$ cat src/rtl/uart_pkg.sv
`default_nettype none
// ============================================================================
//  Module      : uart_pkg
//  Description : Definitions shared by the UART transmitter and the future
//                UART receiver. Holds the frame-state enumeration, the
//                frame-size limits and an even-parity helper.
//  Revision    : 1.0  initial release
// ============================================================================
package uart_pkg;

   localparam int DATA_BITS_MAX = 8;
   localparam int STOP_BITS_MAX = 2;

   typedef enum logic [2:0] {
      IDLE   = 3'd0,
      ARMED  = 3'd1,
      START  = 3'd2,
      DATA   = 3'd3,
      PARITY = 3'd4,
      STOP   = 3'd5
   } uart_state_t;

   // Even parity: the bit that makes the total count of ones even.
   function automatic logic even_parity(input logic [DATA_BITS_MAX-1:0] d);
      return ^d;
   endfunction

endpackage
`default_nettype wire

$ cat src/rtl/uart_tx.sv
`default_nettype none
// ============================================================================
//  Module      : uart_tx
//  Description : UART transmitter. Accepts one byte through a valid/ready
//                handshake and sends it as a start bit, DATA_BITS data bits
//                (LSB first), an optional even-parity bit and STOP_BITS stop
//                bits, advancing one bit per baudtick pulse.
//  Config      : define UART_TX_PARITY_EN to compile in the even-parity bit.
//  Ports       : clk       - clock, all state updates on the rising edge
//                rst       - synchronous active-high reset
//                baudtick  - one-cycle pulse per bit period
//                tx_data   - byte to send (bits above DATA_BITS-1 ignored)
//                tx_valid  - tx_data holds a byte to send
//                tx_ready  - block can accept a byte (registered)
//                tx_busy   - frame pending or in progress (registered)
//                tx_done   - one-cycle pulse after the last stop bit
//                tx        - serial line, idles high (registered)
//  Revision    : 1.0  initial release
// ============================================================================
module uart_tx #(
   parameter int DATA_BITS = 8,
   parameter int STOP_BITS = 1
) (
   input  logic       clk,
   input  logic       rst,
   input  logic       baudtick,
   input  logic [7:0] tx_data,
   input  logic       tx_valid,
   output logic       tx_ready,
   output logic       tx_busy,
   output logic       tx_done,
   output logic       tx
);
   import uart_pkg::*;

   localparam logic [7:0] c_DATA_MASK = 8'((1 << DATA_BITS) - 1);
   localparam logic [2:0] c_LAST_BIT  = 3'(DATA_BITS - 1);
   localparam logic       c_LAST_STOP = 1'(STOP_BITS - 1);

   uart_state_t r_state;
   logic [7:0]  r_shift;
   logic [2:0]  r_bit_cnt;
   logic        r_stop_cnt;
   logic        r_tx;
   logic        r_ready;
   logic        r_busy;
   logic        r_done;
`ifdef UART_TX_PARITY_EN
   logic        r_parity;
`endif

   logic [7:0]  w_data_masked;
   assign w_data_masked = tx_data & c_DATA_MASK;

   // Outputs are driven as next-state values so that tx changes on the
   // same edge the state does.
   always_ff @(posedge clk) begin
      if (rst) begin
         r_state    <= IDLE;
         r_shift    <= 8'd0;
         r_bit_cnt  <= 3'd0;
         r_stop_cnt <= 1'b0;
         r_tx       <= 1'b1;
         r_ready    <= 1'b1;
         r_busy     <= 1'b0;
         r_done     <= 1'b0;
`ifdef UART_TX_PARITY_EN
         r_parity   <= 1'b0;
`endif
      end else begin
         r_done <= 1'b0;
         case (r_state)
            IDLE: begin
               // baudtick ignored here; a tick coinciding with acceptance
               // cannot advance ARMED, which only exists from the next edge.
               if (tx_valid && r_ready) begin
                  r_shift <= w_data_masked;
`ifdef UART_TX_PARITY_EN
                  r_parity <= even_parity(w_data_masked);
`endif
                  r_state <= ARMED;
                  r_ready <= 1'b0;
                  r_busy  <= 1'b1;
               end
            end
            ARMED: begin
               // Wait for a tick so the start bit spans a full bit period.
               if (baudtick) begin
                  r_state <= START;
                  r_tx    <= 1'b0;
               end
            end
            START: begin
               if (baudtick) begin
                  r_state   <= DATA;
                  r_bit_cnt <= 3'd0;
                  r_tx      <= r_shift[0];
               end
            end
            DATA: begin
               if (baudtick) begin
                  r_shift <= r_shift >> 1;
                  if (r_bit_cnt == c_LAST_BIT) begin
                     r_bit_cnt  <= 3'd0;
                     r_stop_cnt <= 1'b0;
`ifdef UART_TX_PARITY_EN
                     r_state <= PARITY;
                     r_tx    <= r_parity;
`else
                     r_state <= STOP;
                     r_tx    <= 1'b1;
`endif
                  end else begin
                     r_bit_cnt <= r_bit_cnt + 3'd1;
                     r_tx      <= r_shift[1];
                  end
               end
            end
`ifdef UART_TX_PARITY_EN
            PARITY: begin
               if (baudtick) begin
                  r_state <= STOP;
                  r_tx    <= 1'b1;
               end
            end
`endif
            STOP: begin
               if (baudtick) begin
                  if (r_stop_cnt == c_LAST_STOP) begin
                     r_state <= IDLE;
                     r_ready <= 1'b1;
                     r_busy  <= 1'b0;
                     r_done  <= 1'b1;
                  end else begin
                     r_stop_cnt <= r_stop_cnt + 1'b1;
                  end
               end
            end
            default: begin
               r_state <= IDLE;
               r_tx    <= 1'b1;
               r_ready <= 1'b1;
               r_busy  <= 1'b0;
            end
         endcase
      end
   end

   assign tx       = r_tx;
   assign tx_ready = r_ready;
   assign tx_busy  = r_busy;
   assign tx_done  = r_done;

endmodule
`default_nettype wire

$ cat config.mk
export PLATFORM = sky130hd
export DESIGN_NAME = uart_tx
export DESIGN_NICKNAME = d
export VERILOG_FILES = /design/src/rtl/uart_pkg.sv /design/src/rtl/uart_tx.sv
export SDC_FILE = /design/constraint.sdc
export NUM_CORES = 1
export LEC_CHECK = 0
export CAP_MARGIN = 20
export CORE_ASPECT_RATIO = 1.5
export CORE_MARGIN = 2
export CORE_UTILIZATION = 45
export CTS_BUF_LIST = sky130_fd_sc_hd__clkbuf_8
export DETAILED_ROUTE_END_ITERATION = 7
export PLACE_DENSITY = 0.69
export SYNTH_ARGS = -nofsm -noshare
export SYNTH_HDL_FRONTEND = slang
export SYNTH_SLANG_ARGS = --single-unit
$ cat constraint.sdc
create_clock -name clk -period 1.8 [get_ports clk]
set_clock_uncertainty 0.1 [all_clocks]
set_input_delay 0.18 -clock clk [delete_from_list [all_inputs] [get_ports clk]]
set_output_delay 0.18 -clock clk [all_outputs]
set_load 0.02 [all_outputs]
# After elaboration in Yosys (flattened, before gate mapping)
# Cells that the tools add are included.
[totals]
register_bits = 19
in_bits = 12
out_inout_bits = 4
wordCells = 74
[op_classes]
n_addsub = 2
eq_ne = 12
muxes = 34
bitwise_logic = 4
reduce_logical = 14
[op_table]
columns = ["op", "count"]
rows = [
  ["$mux 3", 10],
  ["$mux 8", 2],
  ["$pmux 8 s2", 1],
  ["$mux 1", 15],
  ["$pmux 3 s5", 1],
  ["$ne 2x2->1 const B", 7],
  ["$reduce_and 4->1", 3],
  ["$reduce_and 7->1", 1],
  ["$eq 3x2->1 const B", 2],
  ["$eq 3x3->1 const B", 2],
  ["$pmux 1 s3", 2],
  ["$pmux 3 s2", 1],
  ["$reduce_and 3->1", 2],
  ["$reduce_bool 2->1", 3],
  ["$reduce_or 3->1", 2],
  ["$not 1->1", 4],
  ["$pmux 1 s4", 1],
  ["$add 3x1->3 const B", 1],
  ["$eq 3x1->1 const B", 1],
  ["$logic_not 3->1", 1],
  ["$pmux 1 s2", 1],
  ["$reduce_or 2->1", 1],
  ["$add 1x1->1 const B", 1],
  ["$logic_and 1x1->1", 1],
]

# Longest topological paths before layout
[depth]
depth_word = 4
mapped_depth = 5
mapped_depth_nobuf = 5

# Least setup slack after synthesis
# OpenSTA, ideal clock, no wires.
[synth_path]
path_type = "register to register"
startpoint = "register r_bit_cnt[0]"
endpoint = "register r_bit_cnt[0]"
setup_time_ps = 73
t_arrival_ps = 1288
slack_ps = 339
stages_incl_launch_ff = 5
synth_period_minus_slack_ps = 1461
path_cell_list = "dfxtp_1 > ha_1 > ha_1 > or4b_1 > a21oi_1"
[synth_via]
elab_chain_cells = 4
word_cells_on_any_way = 5
classes_between = "1 x add/sub; 1 x eq/ne; 3 x mux"
[synth_rtl]
columns = ["element", "line", "text"]
rows = [
  ["start: declaration", "uart_tx.sv:42", "logic [2:0] r_bit_cnt;"],
  ["start signal: assignment", "uart_tx.sv:114", "r_bit_cnt <= r_bit_cnt + 3'd1;"],
  ["$add 3x1->3 / $eq 3x3->1 (equally long branches)", "uart_tx.sv:114, uart_tx.sv:103", ""],
  ["$mux 3 (*)", "uart_tx.sv:103", "if (r_bit_cnt == c_LAST_BIT) begin"],
  ["$mux 3 (*)", "uart_tx.sv:101", "if (baudtick) begin"],
  ["$pmux 3 s2 (*)", "uart_tx.sv:72", "case (r_state)"],
]
# Every way passes the cells marked *; elsewhere a longest branch is shown, timed or not. The select of a mux whose other input is x is not followed.
# A chain may end at the register's enable or synchronous reset.

# Worst setup path after layout
# Ends and elaborated chain as after synthesis.

==> impl_metrics.py <==
metrics = {
    "synthesis": {
        "synth_area_um2": 980,
        "syn_area_per_cell_um2": 9.90,
        "ys_seq_area_share_pct": 36.8,
        "synthCells": 99,
        "ys_warn_count": 0,
        "synth_top_area_cell": "dfxtp_1",
        "synth-seq-cells": 18,
        "synth_nets": 113,
        "synthFlopType": "dfxtp_1",
        "synth_top_area_share_pct": 36.8,
        "synth-edff-count": 0,
        "yosys-top-cells-area": "dfxtp_1, a211oi_2, mux2i_1",
        "ys_async_sr_fraction_pct": 0,
        "ys_types": 38,
    },
    "floorplan": {
        "die_area_um2": 2570,
        "start_util_pct": 47.7,
        "die_h_um": 61.1,
        "io_pins": 16,
        "core.rowCount": 20,
        "fp.dieW_um": 42.1,
        "core_region_area_um2": 2050,
    },
    "critical_path": {
        "crit_family": "simple AND/OR/NAND/NOR gates",
        "path_cells": "ha_1 -> ha_1 -> or4b_1 -> a21oi_1",
        "cp_max_fo": 4,
        "arrival_ns": 1.64,
        "slowest_delay_ns": 0.51,
        "crit_buf_inv": 0,
        "start_kind": "flip-flop",
        "path_class": "flip-flop to flip-flop",
        "worst_path_max_delay_cell": "or4b_1",
        "path_common_cell": "ha_1",
        "required_ns": 1.89,
        "r2r_start": "r_bit_cnt[0]",
        "cp-end-kind": "flip-flop",
        "startpoint": "r_bit_cnt[0]",
    },
    "cts": {
        "cts_tree": "built",
        "htreeDepth": 1,
        "path_clk_slew_ns": 0.07,
        "clockBufferDepth": 2,
        "cts_resized": 0,
        "clkSinkCount": 18,
        "cts_buffers": 3,
        "postCtsHoldBufs": 0,
        "clk_latency_ns": 0.25,
        "root_buffer": "clkbuf_8",
        "cts_setup_buffers": 0,
    },
    "placement": {
        "dpl_cell_area_um2": 1140,
        "place_inst": 132,
        "io_buffers": 15,
        "place_hpwl_um": 1400,
        "gp_congestion": 0.747,
        "dp_slack_ns": 0.0649,
    },
    "outcome": {
        "status": "finished clean",
    },
    "route": {
        "via_per_inst": 5.76,
        "drc": 0,
        "first_pass_iters": 4,
        "wire_per_inst_um": 14.0,
        "drtAntennaViolNets": 0,
        "routed-via-count": 784,
        "drt-initial-drc-count": 8,
        "wl_um": 1910,
    },
    "worst_hold_path": {
        "hold_path.class": "flip-flop to flip-flop",
        "min_from": "r_bit_cnt[2]",
    },
    "timing": {
        "finalSetupViolCount": 0,
        "setup_ws_ns": 0.252,
        "min_period_ns": 1.55,
        "setup_tns_ns": 0,
        "hold_slack_ns": 0.363,
        "period_share_pct": 86.0,
        "rsz0062_at_grt": "no",
        "slew_headroom_pct": 70.4,
        "fmaxAchievable_mhz": 646,
        "worst_pin_slew_ns": 0.443,
        "hold_violations": 0,
        "maxSlewViolCount": 0,
    },
    "power": {
        "total_power_mw": 1.01,
        "peakVddDrop_v": 0.000526,
        "power_density_nw_per_um2": 845,
        "leakagePower_nw": 0.493,
    },
    "layout": {
        "drive_above_1_share_pct": 19.3,
        "final_common_cell": "dfxtp_1",
        "stdcell_count": 136,
        "diodes": 0,
        "nets": 129,
        "final_cell_mix": "dfxtp_1, clkdlybuf4s50_1, mux2i_1, a21oi_1",
        "syn_to_final_growth_pct": 22.1,
        "fillers": 179,
        "multiInputGateArea_um2": 543,
        "final_cell_area_um2": 1200,
        "regArea_um2": 360,
        "fin_util_pct": 58.3,
    },
    "grt": {
        "grt_pass1_wl_um": 3120,
        "grt_overflow": 0,
        "antenna_found_initial": 0,
        "grt_usage_pct": 16.0,
        "grt_max_degree": 14,
        "grt_pass1_vias": 759,
    },
    "job": {
        "drv_cap": 0,
    },
}
==> routing by layer <==
| layer | track usage (%) | vias to the layer above | routed length [µm] |
|---|---|---|---|
| li1 | - | 396 | - |
| met1 | 16.3 | 369 | 808 |
| met2 | 31.0 | 15 | 1020 |
| met3 | 2.64 | 4 | 54 |
| met4 | 9.38 | 0 | 29 |
| met5 | 0 | - | 0 |
==> worst min-delay path, delay by kind of cell, from the launching register on <==
family / cells / cell delay (ns)
simple gates: 1 / 0.05
compound gates: 1 / 0.05
flops: 1 / 0.32
==> final timing paths <==
check	to	slack, ns	cells past startpoint
worst max-delay path	r_bit_cnt[0]	0.25	4
worst min-delay path	r_bit_cnt[2]	0.36	2
worst max register to register	r_bit_cnt[0]	0.25	4
worst min register to register	r_bit_cnt[2]	0.36	2
==> cells by family after synthesis <==
logic type,after synthesis,synth area share [%]
AO/OA/AOI/OAI,31,25.7
AND/OR/NAND/NOR,26,18.1
flip-flops,18,36.8
buffers and inverters,13,7.79
multiplexers,8,8.17
adder cells (fa/ha/maj),2,2.55
XOR/XNOR,1,0.894
==> cell usage after synthesis (2+ instances only) <==
cell	number
nor2_1	3
mux2i_1	8
nor3_1	2
nand3_1	2
clkbuf_1	3
ha_1	2
inv_1	2
a211oi_2	7
nor4_1	2
a21oi_1	8
a211oi_1	7
o21a_1	2
dfxtp_1	18
nand3b_1	2
buf_2	3
nand2_1	5
o21ai_0	2
==> final cells by class <==
type / instances / area share [%]
flip-flops and latches: 18 / 30.1
repair buffers: 22 / 16.9
multi-input cells: 68 / 45.4
well taps: 22 / 2.30
inverters: 2 / 0.628
clock buffers: 4 / 4.60
==> where the power goes <==
part	switching, mW	internal, mW
Sequential	0.0274	0.435
Clock	0.135	0.194
Combinational	0.102	0.118
==> flip-flops by register name (all words and copies together) (netlist names) <==
| name | count |
|---|---|
| r_bit_cnt | 3 |
| r_shift | 8 |
| r_state | 3 |
| tx | 1 |
| tx_busy | 1 |
| tx_done | 1 |
| tx_ready | 1 |
(Power assumes the default switching activity.)
